--- config.mk ---
export PLATFORM = sky130hd
export DESIGN_NAME = mdio_master
export DESIGN_NICKNAME = d
export VERILOG_FILES = /design/src/rtl/mdio_master.sv
export SDC_FILE = /design/constraint.sdc
export NUM_CORES = 1
export LEC_CHECK = 0
export CAP_MARGIN = 20
export CORE_MARGIN = 3
export CORE_UTILIZATION = 55
export DETAILED_ROUTE_END_ITERATION = 10
export PLACE_DENSITY = 0.78
export SLEW_MARGIN = 40
export SYNTH_ARGS = -nofsm -noshare
export SYNTH_HDL_FRONTEND = slang
export SYNTH_SLANG_ARGS = --single-unit
--- constraint.sdc ---
create_clock -name clk -period 5.3 [get_ports clk]
set_clock_uncertainty 0.2 [all_clocks]
set_input_delay 1.06 -clock clk [delete_from_list [all_inputs] [get_ports clk]]
set_output_delay 1.06 -clock clk [all_outputs]
set_load 0.005 [all_outputs]
--- src/rtl/mdio_master.sv ---
// Clause-22 MDIO frame initiator: turns a host command/response handshake into
// MDC/MDIO read and write frames with programmable MDC rate and preamble length.
module mdio_master #(
  parameter int CLK_DIV      = 10,
  parameter int PREAMBLE_LEN = 32
) (
  input  logic        clk,
  input  logic        rst,
  input  logic        cmd_valid,
  output logic        cmd_ready,
  input  logic        cmd_write,
  input  logic [4:0]  cmd_phy_addr,
  input  logic [4:0]  cmd_reg_addr,
  input  logic [15:0] cmd_wdata,
  output logic        rsp_valid,
  output logic [15:0] rsp_rdata,
  output logic        rsp_err,
  output logic        busy,
  output logic        mdc,
  output logic        mdio_out,
  output logic        mdio_oen,
  input  logic        mdio_in
);

  localparam int DW = 9;
  localparam logic [DW-1:0] LAST = DW'(2*CLK_DIV-1);
  localparam logic [DW-1:0] HALF = DW'(CLK_DIV);

  typedef enum logic [2:0] {S_IDLE, S_PRE, S_HDR, S_TA, S_DATA} state_t;

  state_t          state, state_n;
  logic [4:0]      bit_cnt, bit_cnt_n;
  logic [DW-1:0]   div_cnt, div_n;
  logic            last_tick, accept, bit_step, done;
  logic [31:0]     frame_w, cur_sr, tx_sr;
  logic            wr_q, ta_err, mdio_s1, mdio_s;
  logic [15:0]     rd_sr;

  assign cmd_ready = (state == S_IDLE);
  assign busy      = (state != S_IDLE);
  assign last_tick = (state != S_IDLE) && (div_cnt == LAST);
  assign accept    = cmd_valid && cmd_ready;
  assign bit_step  = accept || last_tick;
  assign div_n     = (state == S_IDLE || last_tick) ? '0 : div_cnt + 1'b1;

  // Everything after the preamble; read frames keep the line idle-high while released.
  assign frame_w = {2'b01, cmd_write ? 2'b01 : 2'b10, cmd_phy_addr, cmd_reg_addr,
                    cmd_write ? 2'b10 : 2'b11, cmd_write ? cmd_wdata : 16'hFFFF};
  assign cur_sr  = (state == S_IDLE) ? frame_w : tx_sr;

  always_comb begin
    state_n   = state;
    bit_cnt_n = bit_cnt;
    done      = 1'b0;
    case (state)
      S_IDLE: if (cmd_valid) begin
        state_n   = (PREAMBLE_LEN > 0) ? S_PRE : S_HDR;
        bit_cnt_n = '0;
      end
      S_PRE: if (last_tick) begin
        if (bit_cnt == 5'(PREAMBLE_LEN-1)) begin
          state_n   = S_HDR;
          bit_cnt_n = '0;
        end else bit_cnt_n = bit_cnt + 1'b1;
      end
      S_HDR: if (last_tick) begin
        if (bit_cnt == 5'd13) begin
          state_n   = S_TA;
          bit_cnt_n = '0;
        end else bit_cnt_n = bit_cnt + 1'b1;
      end
      S_TA: if (last_tick) begin
        if (bit_cnt == 5'd1) begin
          state_n   = S_DATA;
          bit_cnt_n = '0;
        end else bit_cnt_n = bit_cnt + 1'b1;
      end
      S_DATA: if (last_tick) begin
        if (bit_cnt == 5'd15) begin
          state_n   = S_IDLE;
          bit_cnt_n = '0;
          done      = 1'b1;
        end else bit_cnt_n = bit_cnt + 1'b1;
      end
      default: state_n = S_IDLE;
    endcase
  end

  always_ff @(posedge clk or posedge rst) begin
    if (rst) begin
      state   <= S_IDLE;
      bit_cnt <= '0;
      div_cnt <= '0;
    end else begin
      state   <= state_n;
      bit_cnt <= bit_cnt_n;
      div_cnt <= div_n;
    end
  end

  always_ff @(posedge clk or posedge rst) begin
    if (rst) begin
      mdio_s1   <= 1'b1;
      mdio_s    <= 1'b1;
      mdc       <= 1'b0;
      mdio_out  <= 1'b1;
      mdio_oen  <= 1'b1;
      tx_sr     <= '0;
      wr_q      <= 1'b0;
      ta_err    <= 1'b0;
      rd_sr     <= '0;
      rsp_valid <= 1'b0;
      rsp_rdata <= '0;
      rsp_err   <= 1'b0;
    end else begin
      mdio_s1   <= mdio_in;
      mdio_s    <= mdio_s1;
      rsp_valid <= 1'b0;
      // Registered from next-state values so mdc is glitch-free yet in phase with div_cnt.
      mdc       <= (state_n != S_IDLE) && (div_n >= HALF);
      if (accept) wr_q <= cmd_write;
      if (bit_step) begin
        if (state_n == S_IDLE) begin
          mdio_out <= 1'b1;
          mdio_oen <= 1'b1;
        end else if (state_n == S_PRE) begin
          mdio_out <= 1'b1;
          mdio_oen <= 1'b0;
          tx_sr    <= cur_sr;
        end else begin
          mdio_out <= cur_sr[31];
          mdio_oen <= !wr_q && (state_n == S_TA || state_n == S_DATA);
          tx_sr    <= {cur_sr[30:0], 1'b0};
        end
      end
      if (state == S_TA && last_tick && bit_cnt == 5'd1) ta_err <= mdio_s;
      if (state == S_DATA && last_tick) rd_sr <= {rd_sr[14:0], mdio_s};
      if (done) begin
        rsp_valid <= 1'b1;
        if (!wr_q) begin
          rsp_rdata <= {rd_sr[14:0], mdio_s};
          rsp_err   <= ta_err;
        end else rsp_err <= 1'b0;
      end
    end
  end

endmodule

# == Word-level counts from Yosys, hierarchy flattened ==
# Cells that the tools add are included.
# totals
output_inout_bits,23
regBits,89
# op_classes
reduce_logical,19
n_lt_le_gt_ge,1
eq_ne,17
muxes,35
add_sub_neg,2
bitwise,2
# op_table
operator,count
$mux 32,2
$mux 5,9
$mux 3,9
$pmux 5 s5,1
$mux 16,1
$pmux 3 s5,1
$eq 5x4->1 const B,2
$mux 1,10
$ne 2x2->1 const B,5
$add 9x1->9 const B,1
$eq 3x2->1 const B,3
$eq 9x5->1 const B,1
$ge 9x4->1 const B,1
$mux 9,1
$logic_and 1x1->1,7
$eq 3x1->1 const B,2
$eq 3x3->1 const B,2
$logic_not 3->1,2
$reduce_and 6->1,1
$reduce_bool 3->1,2
$add 5x1->5 const B,1
$eq 5x1->1 const B,1
$eq 5x5->1 const B,1
$reduce_bool 5->1,1
5 further kinds,9

# == Logic depth before layout (Yosys ltp) ==
# Gate-level depths: netlist of the first run.
# depth
depth_word,9
ltp_mapped,11

# == Worst setup path before layout of the first run ==
# OpenSTA, ideal clock, no wires.
# synth_timing
kind,input -> register
startpoint,in cmd_valid
endpoint,reg tx_sr[14]
t_required_ns,4.975
setup_ns,0.125
cell_stages,5
t_arrival_ns,2.477
path_slack_ns,2.498
n_path_buf,1
cell_sequence,nor4b_1 a21oi_1 a21oi_4 buf_6 mux2_4
# synth_between
elab_chain_cells,5
# synth_rtl
item,line_no,text
"start, declared",9,"input logic cmd_valid,"
$mux 3,56,S_IDLE: if (cmd_valid) begin
$pmux 3 s5,55,case (state)
$logic_not 3->1,123,if (state_n == S_IDLE) begin
$not 1->1 (no source line),--,
$reduce_and 2->1 (no source line),--,
"end signal, assigned",129,tx_sr <= cur_sr;
"end signal, assigned",133,"tx_sr <= {cur_sr[30:0], 1'b0};"
"end, declared",35,"logic [31:0] frame_w, cur_sr, tx_sr;"
# Parallel ways exist; a longest one is shown, timed or not.
# A chain may end at the register's enable or synchronous reset.

# == Worst setup path after layout of the first run ==
# layout_timing
startpoint,reg state[2]
endpoint,out cmd_ready
# layout_between
elab_chain_cells,1
# layout_rtl
item,line_no,text
"start, declared",31,"state_t state, state_n;"
"start signal, assigned",95,state <= state_n;
$logic_not 3->1,39,assign cmd_ready = (state == S_IDLE);
"end, declared",10,"output logic cmd_ready,"
# No other way between the ends.

==> metrics.yaml, run 1 <==
yosys:
  yosys_cell_types: 58
  adder_cell_share_of_the_synthesized_area_pct: 1.604
  syn_nets: 433
  synth.ff_latch_count: 89
  synth_top_family_by_area: "multiplexers"
  synth_area_leaders: "sky130_fd_sc_hd__dfrtp_1, sky130_fd_sc_hd__mux2_2, sky130_fd_sc_hd__mux2i_1"
  synth-edff-count: 0
  synth_seq_area_share_pct: 47.69
  synth_compound_gate_area_share_pct: 10.69
  synth_top_area_cell: "sky130_fd_sc_hd__dfrtp_1"
  netlist.area_leader.share_pct: 45.44
  post_synthesis_cell_area_um2: 4681
  synth.area.mux_share_pct: 23.50
  number_of_instances_in_the_synthesized_netlist: 396
  post_synthesis_mean_instance_area_um2: 11.82
  synth_xor_xnor_area_share_pct: 1.497
  yosys_warnings: 0
  synthSimpleGateAreaFrac_pct: 11.41
  ys_dominant_reg_cell: "sky130_fd_sc_hd__dfrtp_1"
  synthArstFlopShare_pct: 100.0
  yosys-top-cells-count: "sky130_fd_sc_hd__dfrtp_1, sky130_fd_sc_hd__mux2_2, sky130_fd_sc_hd__mux2i_1"
  synth.most_common_cell: "sky130_fd_sc_hd__dfrtp_1"
run:
  cap_violations: 0
floorplanning:
  core.rowCount: 33
  fp.dieW_um: 98.25
  die-area_um2: 9653
  chipHeight_um: 98.25
  starting_utilization_of_the_core_area_pct: 56.68
  ios: 54
  core_region_area_um2: 8258
detailed_routing:
  first_iteration_detailed_routing_drc_count: 132
  drt-total-wl_mm: 9.206
  drt_pass1_iterations: 4
  post_detailed_route_drc_marker_count: 0
  antenna_left: 0
  detailroute.via_count: 3233
  drt-wirelength-per-cell_um: 16.59
  route.detailed.vias_per_inst: 5.825
setup_path:
  worst-endpoint-arrival_ns: 2.77
  worst_setup_path_start_kind: "flip-flop"
  critPathLaunch: "state[2]"
  rrSetupSlack_ns: 1.93
  timing.rr.end: "tx_sr[31]"
  timing_worst_setup_path_type: "flip-flop to output port"
  worst_r2r_path_depth: 11
  crit_fanout: 46
  r2r_start: "bit_cnt[0]"
  worst_setup_path_end_kind: "output port"
  worst_ep_required_time_ns: 4.04
timing:
  rsz0062_at_grt: "false"
  tightest_slew_ns: 0.7567
  hold_viol_final: 0
  timing.final.max_slew_violations: 0
  finalSetupViolCount: 0
  fin_setup_tns_ns: 0
  max_slew_margin_pct: 49.09
  clock.fmax_ghz: 0.2480
  layout_min_cycle_time_ns: 4.032
  finalCritPeriodShare_pct: 76.08
place:
  finalWeightedCongestion: 0.8348
  hpwl_detailed_mm: 6.500
  port_buffers: 53
  placed_cells_incl_taps: 539
cts:
  numClockSinks: 89
  number_of_buffers_created_by_cts: 9
  number_of_h_tree_levels: 3
  clkTransAtPathRegs_ns: 0.10
  cts_resized: 0
  cts_hold_repair.buffers: 0
  cts_tree: "done"
  clk-insertion-delay-late_ns: 0.37
  clk_root_buffer_cell: "sky130_fd_sc_hd__clkbuf_8"
  cts_buffer_depth: 2
  post_cts.repair.setup_buffers: 0
grt:
  wire_length_of_the_first_global_routing_pass_mm: 15.56
  groute.usage.overall_pct: 19.77
  globalRouteOverflowTotal: 0
  number_of_global_route_vias_before_repair: 3288
  grt_start_max_net_pins: 62
  grt_antenna_before_repair: 0
power:
  net_load_switching_power_w: 0.0002982
  p_leak_nw: 2.530
  share_clk_of_total_power_pct: 38.6
  power.combinational.fraction_pct: 3.8
  max-vdd-ir-drop_v: 0.0001650
  p_sw_share_pct: 25.08
  intPower_w: 0.0008905
  power-per-cell-area_nw_per_um2: 215.4
  sequential_fraction_of_design_power_pct: 57.7
worst_hold_path:
  hp-class: "flip-flop to flip-flop"
  worstHoldStart: "mdio_s1"
  hold_depth: 0
  terminating_pin_of_the_worst_hold_path: "mdio_s"
finish:
  register_area_um2: 2232
  layout-drive-gt1-share_pct: 22.00
  area_growth_pct: 17.88
  design.final.nets: 482
  num_antenna_cells: 0
  layoutNonFillerInstCount: 555
  multi_input_comb_area_um2: 2293
  fill_cells: 642
outcome:
  status: "complete, no violations"
## metrics by stage
| stage | power [W] | setup WS (ns) | hold slack, ns | utilization (%) | cell area [µm²] |
|---|---|---|---|---|---|
| 2_1_floorplan | 0.0007159 | 1.740 | 0.1452 | - | 4681 |
| 3_3_place_gp | 0.0007438 | 1.338 | 0.1463 | 63.73 | 5263 |
| 3_5_place_dp | 0.0007448 | 1.556 | 0.1523 | 64.41 | 5319 |
| 4_1_cts | 0.001199 | 1.285 | 0.1717 | 66.76 | 5513 |
| 5_1_grt | 0.001232 | 1.120 | 0.1849 | 66.82 | 5518 |
| 6_report | 0.001189 | 1.268 | 0.1741 | 66.82 | 5518 |
## per-layer routing
metal	global-route usage (%)	wire [µm]	share of wire [%]	vias to the layer above
li1	-	-	-	1546
met1	26.64	4164	45	1597
met2	31.83	4529	49	75
met3	3.500	345	3.7	15
met4	8.088	166	1.8	0
met5	0	0	0	-
## power groups by stage
stage / Combinational (W) / Sequential, W / Clock, W
final: 0.0000448 / 0.000686 / 0.000458
after floorplan: 0.0000179 / 0.000698 / 0
after CTS: 0.0000462 / 0.000685 / 0.000467
after detailed placement: 0.0000462 / 0.000699 / 0
after global placement: 0.0000454 / 0.000698 / 0
after global routing: 0.0000501 / 0.000686 / 0.000496
## layout by cell type, fill, tap and decap left out, types with 3 or more instances in the layout
master                            synthesis  final
sky130_fd_sc_hd__mux2_4                  18     18
sky130_fd_sc_hd__nand4_1                  6      6
sky130_fd_sc_hd__o22a_1                   3      3
sky130_fd_sc_hd__or3_1                    3      3
sky130_fd_sc_hd__mux2i_1                 39     39
sky130_fd_sc_hd__buf_4                    1      3
sky130_fd_sc_hd__xor2_1                   4      4
sky130_fd_sc_hd__dfrtp_1                 85     85
sky130_fd_sc_hd__clkbuf_8                 0      9
sky130_fd_sc_hd__ha_1                     6      6
sky130_fd_sc_hd__mux2_2                  39     39
sky130_fd_sc_hd__a21oi_1                 10     10
sky130_fd_sc_hd__nand3b_1                17     17
sky130_fd_sc_hd__nand3_1                  6      6
sky130_fd_sc_hd__clkinv_4                 0      3
sky130_fd_sc_hd__dfstp_2                  4      4
sky130_fd_sc_hd__a31o_2                   4      4
sky130_fd_sc_hd__o21ai_0                 25     25
sky130_fd_sc_hd__nand2_1                 15     15
sky130_fd_sc_hd__xnor2_1                  4      4
sky130_fd_sc_hd__nor2_1                  18     18
sky130_fd_sc_hd__nor3b_1                  3      3
sky130_fd_sc_hd__a2bb2oi_1                3      3
sky130_fd_sc_hd__clkdlybuf4s50_1          0     53
sky130_fd_sc_hd__inv_1                   15     14
sky130_fd_sc_hd__a211oi_1                 3      3
## how the worst max path moves through the flow
stage,end,cells past startpoint
after global routing,cmd_ready,4
final,cmd_ready,4
after floorplan,bit_cnt[0],1
after CTS,cmd_ready,4
after detailed placement,tx_sr[5],6
after global placement,tx_sr[2],5
## worst max-delay path: stages, from the launching register on
cell and delay (ns):
sky130_fd_sc_hd__dfrtp_1 0.57, sky130_fd_sc_hd__or3_1 0.64, sky130_fd_sc_hd__inv_1 0.15, sky130_fd_sc_hd__buf_4 0.42, sky130_fd_sc_hd__clkdlybuf4s50_1 0.60
## flip-flops by register name, indices dropped and copies added, names as in the netlist, 3 cells and up
register / flops
rd_sr: 15
rsp_rdata: 16
tx_sr: 32
bit_cnt: 5
state: 3
div_cnt: 9
## cell families (layout without fill, tap and decap cells)
kind of cell,Yosys count,after routing
xor gates and xnor gates,8,8
and+or+nand+nor,90,90
AOI/OAI and AO/OA,70,70
buffers and inverters,37,91
DFF,89,89
adders and majority gates,6,6
muxes,96,96
## layout make-up
cell class / instances / share of cell area (%)
clock buffers: 9 / 2.245
flip-flops and latches: 89 / 40.45
clock inverters: 7 / 1.270
multi-input cells: 270 / 41.56
repair buffers: 60 / 10.98
well taps: 105 / 2.381
inverters: 15 / 1.111
(Power assumes the default switching activity.)
==> inputs of run 2 (changes only) <==
CORE_UTILIZATION = 51   (was 55)
PLACE_DENSITY = 0.77   (was 0.78)
clock period = 3.3 ns   (was 5.3 ns; I/O delays follow)
==> metrics.yaml, run 2 (synthesis results as in run 1) <==
setup_path:
  crit_fanout: 14  # -70%
  worst_ep_required_time_ns: 2.44  # -1.60 ns
  worst-endpoint-arrival_ns: 2.16  # -0.61 ns
  worst_setup_path_end_kind: "output port"
  worst_r2r_path_depth: 11  # unchanged
  timing_worst_setup_path_type: "flip-flop to output port"
  worst_setup_path_start_kind: "flip-flop"
power:
  power_w: 0.001911  # +61%
  power-per-cell-area_nw_per_um2: 339.6  # +58%
  max-vdd-ir-drop_v: 0.0002001  # +21%
  p_leak_nw: 2.600  # +2.7%
timing:
  hold_viol_final: 0  # unchanged
  tightest_slew_ns: 0.5778  # -0.1788 ns
  rsz0062_at_grt: "false"
  layout_min_cycle_time_ns: 3.018
  max_slew_margin_pct: 60.97  # +12 points
  finalSetupViolCount: 0  # unchanged
  finalCritPeriodShare_pct: 91.47
  timing.final.max_slew_violations: 0  # unchanged
  fin_setup_tns_ns: 0  # unchanged
  clock.fmax_ghz: 0.3313
place:
  hpwl_detailed_mm: 6.730  # +3.5%
  port_buffers: 53  # unchanged
  finalWeightedCongestion: 0.8761  # +4.9%
  placedInstanceArea_um2: 5434  # +2.2%
detailed_routing:
  detailroute.via_count: 3260  # +0.84%
  antenna_left: 0  # unchanged
  first_iteration_detailed_routing_drc_count: 121  # -8.3%
  drt-wirelength-per-cell_um: 16.10  # -3.0%
  post_detailed_route_drc_marker_count: 0  # unchanged
  drt_pass1_iterations: 4  # unchanged
  route.detailed.vias_per_inst: 5.689  # -2.3%
  drt-total-wl_mm: 9.223  # +0.18%
cts:
  number_of_buffers_created_by_cts: 9  # unchanged
  cts_hold_repair.buffers: 0  # unchanged
  cts_tree: "done"
  numClockSinks: 89  # unchanged
  number_of_h_tree_levels: 3  # unchanged
  cts_resized: 0  # unchanged
  clk-insertion-delay-late_ns: 0.37  # about the same
  post_cts.repair.setup_buffers: 0  # unchanged
  cts_buffer_depth: 2  # unchanged
  clkTransAtPathRegs_ns: 0.11  # about the same
  clk_root_buffer_cell: "sky130_fd_sc_hd__clkbuf_8"
floorplanning:
  core.rowCount: 34  # +3.0%
  die-area_um2: 10360  # +7.4%
  chipHeight_um: 101.8  # +3.6%
  core_region_area_um2: 8806  # +6.6%
  starting_utilization_of_the_core_area_pct: 53.15  # -3.5 points
  fp.dieW_um: 101.8  # +3.6%
  ios: 54  # unchanged
finish:
  final_cell_mix: "sky130_fd_sc_hd__dfrtp_1, sky130_fd_sc_hd__clkdlybuf4s50_1, sky130_fd_sc_hd__mux2_2, sky130_fd_sc_hd__mux2i_1, sky130_fd_sc_hd__o21ai_0"
  largest_register_ff_count: 32  # unchanged
  most_common_cell_after_layout_fill_and_taps_aside: "sky130_fd_sc_hd__dfrtp_1"
  reg.largest.list: "tx_sr (32), rsp_rdata (16), rd_sr (15)"
  layout-drive-gt1-share_pct: 24.52  # +2.5 points
  area_growth_pct: 20.21
  num_antenna_cells: 0  # unchanged
  register_name_with_the_most_flops: "tx_sr"
  final_area_um2: 5627  # +2.0%
  design.final.nets: 497  # +3.1%
worst_hold_path:
  hp-class: "flip-flop to flip-flop"
  hold_depth: 0  # unchanged
outcome:
  status: "complete, no violations"
run:
  cap_violations: 0  # unchanged
grt:
  wire_length_of_the_first_global_routing_pass_mm: 15.90  # +2.2%
  grt_start_max_net_pins: 57  # -8.1%
  number_of_global_route_vias_before_repair: 3290  # +0.061%
  globalRouteOverflowTotal: 0  # unchanged
  grt_antenna_before_repair: 0  # unchanged
  groute.usage.overall_pct: 19.36  # -0.41 points
-- run 2: cell type report --
cell class | instances | area [µm²]
well taps | 108 | 135.1
repair buffers | 75 | 720.7
multi-input cells | 270 | 2288
inverters | 15 | 57.56
clock inverters | 7 | 68.82
clock buffers | 9 | 123.9
fillers | 696 | 3179
flip-flops and latches | 89 | 2232
-- run 2: power by group --
group | leakage (nW) | internal (W) | switching, W
Combinational | 1.32 | 0.0000421 | 0.0000320
Sequential | 1.19 | 0.00110 | 0.00000354
Clock | 0.0933 | 0.000296 | 0.000440
Total | 2.60 | 0.00143 | 0.000476
-- run 2: layer usage --
layer | routed length, µm | global-route usage [%] | vias to the layer above
li1 | - | - | 1580
met1 | 4287 | 26.31 | 1595
met5 | 0 | 0 | -
met2 | 4493 | 31.94 | 74
met4 | 122 | 6.442 | 0
met3 | 320 | 2.824 | 11
-- run 2: through the flow --
step / util [%] / instances / hold WS (ns) / worst slack, ns
finish: 63.90 / 573 / 0.1587 / 0.2816
CTS: 63.90 / 573 / 0.1577 / 0.2675
global placement: 61.71 / 557 / 0.1483 / 0.4523
detailed placement: 61.71 / 557 / 0.1473 / 0.3950
floorplan: - / 396 / 0.1452 / 0.1397
global route: 63.90 / 573 / 0.1568 / 0.1326
-- run 2: worst max-delay path: stages, from the launching register on --
cell and delay (ns):
sky130_fd_sc_hd__dfrtp_1 0.52, sky130_fd_sc_hd__or3_1 0.42, sky130_fd_sc_hd__inv_1 0.08, sky130_fd_sc_hd__buf_4 0.23
sky130_fd_sc_hd__clkdlybuf4s50_1 0.54
-- run 2: worst paths after layout --
path / start / endpoint / slack, ns
worst max-delay path: state[0] / cmd_ready / 0.28
worst min-delay path: mdio_s1 / mdio_s / 0.16
worst max register to register: bit_cnt[0] / tx_sr[31] / 0.35
worst min register to register: mdio_s1 / mdio_s / 0.16
max in group asynchronous: rst / mdio_oen / 1.73
min in group asynchronous: rst / rsp_rdata[3] / 0.44
==> inputs of run 3 (changes only) <==
GPL_TIMING_DRIVEN = 0   (was not set)
==> metrics.yaml, run 3 (synthesis results as in run 1) <==
outcome:
  status: "complete, no violations"
grt:
  groute.usage.overall_pct: 19.31  # -0.055 points
  grt_start_max_net_pins: 46  # -19%
  number_of_global_route_vias_before_repair: 3360  # +2.1%
  globalRouteOverflowTotal: 0  # unchanged
  wire_length_of_the_first_global_routing_pass_mm: 16.06  # +1.0%
  grt_antenna_before_repair: 0  # unchanged
power:
  power.combinational.fraction_pct: 3.9  # about the same
  net_load_switching_power_w: 0.0004819  # +1.3%
  p_sw_share_pct: 25.12  # +0.22 points
  share_clk_of_total_power_pct: 38.7  # +0.2 points
  power-per-cell-area_nw_per_um2: 343.8  # +1.2%
  p_leak_nw: 2.551  # -1.9%
  max-vdd-ir-drop_v: 0.0001917  # -4.2%
  power_w: 0.001918  # +0.40%
  sequential_fraction_of_design_power_pct: 57.4  # -0.2 points
  intPower_w: 0.001437  # +0.11%
setup_path:
  worst_setup_path_start_kind: "flip-flop"
  timing_worst_setup_path_type: "flip-flop to output port"
  worst-endpoint-arrival_ns: 2.30  # +0.14 ns
  worst_setup_path_end_kind: "output port"
  crit_path_top_delay_cell: "sky130_fd_sc_hd__clkdlybuf4s50_1"
  cell_by_cell_trace_of_the_critical_path: "clkbuf_1 -> or3_1 -> inv_1 -> clkbuf_4 -> clkdlybuf4s50_1"
  worst_ep_required_time_ns: 2.44  # about the same
  max_stage_delay_ns: 0.55  # about the same
  crit_fanout: 19  # +5
timing:
  max_slew_margin_pct: 51.35  # -9.6 points
  hold_viol_final: 0  # unchanged
  rsz0062_at_grt: "false"
  hold_ws_ns: 0.1652  # +0.006555 ns
  finalCritPeriodShare_pct: 95.77  # +4.3 points
  finalSetupViolCount: 0  # unchanged
  clock.fmax_ghz: 0.3164  # -4.5%
  layout_min_cycle_time_ns: 3.161  # +0.1422 ns
  timing.final.max_slew_violations: 0  # unchanged
  tightest_slew_ns: 0.7254  # +0.1476 ns
  fin_setup_tns_ns: 0  # unchanged
cts:
  post_cts.repair.setup_buffers: 0  # unchanged
  clkTransAtPathRegs_ns: 0.11  # about the same
  cts_tree: "done"
  clk_root_buffer_cell: "sky130_fd_sc_hd__clkbuf_8"
  cts_buffer_depth: 2  # unchanged
  numClockSinks: 89  # unchanged
  clk-insertion-delay-late_ns: 0.37  # about the same
  number_of_buffers_created_by_cts: 9  # unchanged
  number_of_h_tree_levels: 3  # unchanged
detailed_routing:
  drt-wirelength-per-cell_um: 16.31  # +1.4%
  antenna_left: 0  # unchanged
  drt-total-wl_mm: 9.332  # +1.2%
  first_iteration_detailed_routing_drc_count: 104  # -14%
  detailroute.via_count: 3255  # -0.15%
  post_detailed_route_drc_marker_count: 0  # unchanged
  drt_pass1_iterations: 4  # unchanged
  route.detailed.vias_per_inst: 5.691  # about the same
floorplanning:
  ios: 54  # unchanged
  starting_utilization_of_the_core_area_pct: 53.15  # unchanged
  core_region_area_um2: 8806  # unchanged
  core.rowCount: 34  # unchanged
  die-area_um2: 10360  # unchanged
  fp.dieW_um: 101.8  # unchanged
  chipHeight_um: 101.8  # unchanged
finish:
  final_cell_mix: "sky130_fd_sc_hd__dfrtp_1, sky130_fd_sc_hd__clkdlybuf4s50_1, sky130_fd_sc_hd__mux2_2, sky130_fd_sc_hd__mux2i_1, sky130_fd_sc_hd__o21ai_0"
  design.final.nets: 496  # -0.20%
  final_area_um2: 5580  # -0.82%
  layout-drive-gt1-share_pct: 21.77  # -2.7 points
  layoutNonFillerInstCount: 572  # -0.17%
  register_name_with_the_most_flops: "tx_sr"
  num_antenna_cells: 0  # unchanged
  most_common_cell_after_layout_fill_and_taps_aside: "sky130_fd_sc_hd__dfrtp_1"
  reg.largest.list: "tx_sr (32), rsp_rdata (16), rd_sr (15)"
  largest_register_ff_count: 32  # unchanged
  area_growth_pct: 19.22
place:
  placedInstanceArea_um2: 5369  # -1.2%
  placed_cells_incl_taps: 557  # unchanged
  finalWeightedCongestion: 0.8852  # +1.0%
  hpwl_detailed_mm: 6.712  # -0.27%
  port_buffers: 52  # -1.9%
run:
  cap_violations: 0  # unchanged
worst_hold_path:
  hp-class: "flip-flop to flip-flop"
==> run 3: critical path: cells and delay by family (launching register included) <==
family                 cells  cell delay (ns)
and+or+nand+nor            1             0.44
DFF                        1             0.37
buffers and inverters      4             1.12
==> run 3: per-stage QoR <==
| stage | utilization, % | setup WS [ns] |
|---|---|---|
| 6_report | 63.37 | 0.1395 |
| 3_5_place_dp | 60.97 | -0.1299 |
| 3_3_place_gp | 60.60 | -1.192 |
| 2_1_floorplan | - | 0.1397 |
| 4_1_cts | 63.11 | 0.04008 |
| 5_1_grt | 63.37 | 0.01260 |
==> run 3: layout make-up <==
class                           count  area (µm²)
Buffer                             21       111.4
Clock buffer                        9       123.9
Clock inverter                      7       68.82
Fill cell                         726        3226
Inverter                           15       61.31
Multi-Input combinational cell    270        2300
Sequential cell                    89        2232
Tap cell                          108       135.1
Timing Repair Buffer               53       548.0
==> run 3: power groups by stage <==
stage / registers [W] / logic (W) / clock network (W)
finish: 0.00110 / 0.0000752 / 0.000742
global route: 0.00110 / 0.0000832 / 0.000811
CTS: 0.00110 / 0.0000773 / 0.000757
detailed placement: 0.00112 / 0.0000772 / 0
global placement: 0.00112 / 0.0000711 / 0
floorplan: 0.00112 / 0.0000288 / 0
==> run 3: path summary, 6_finish.rpt <==
path | start | end | slack, ns | depth (start not counted)
setup / recovery | state[2] | cmd_ready | 0.14 | 5
hold / removal | mdio_s1 | mdio_s | 0.17 | 0
setup reg to reg | div_cnt[5] | tx_sr[22] | 0.16 | 7
hold reg to reg | mdio_s1 | mdio_s | 0.17 | 0
max in group asynchronous | rst | mdio_oen | 1.83 | 3
min in group asynchronous | rst | rsp_rdata[2] | 0.46 | 2
==> run 3: layer usage <==
layer | vias up | routed length [µm] | GRT usage [%]
li1 | 1575 | - | -
met1 | 1610 | 4325 | 25.74
met2 | 64 | 4599 | 32.09
met3 | 6 | 342 | 4.063
met4 | 0 | 65 | 5.215
met5 | - | 0 | 0
==> run 3: repair_timing <==
action,in CTS,in global routing
gates cloned,0,0
resized for setup,0,4
endpoints found under the hold margin,0,0
hold buffers,0,0
endpoints found under the setup margin,1,29
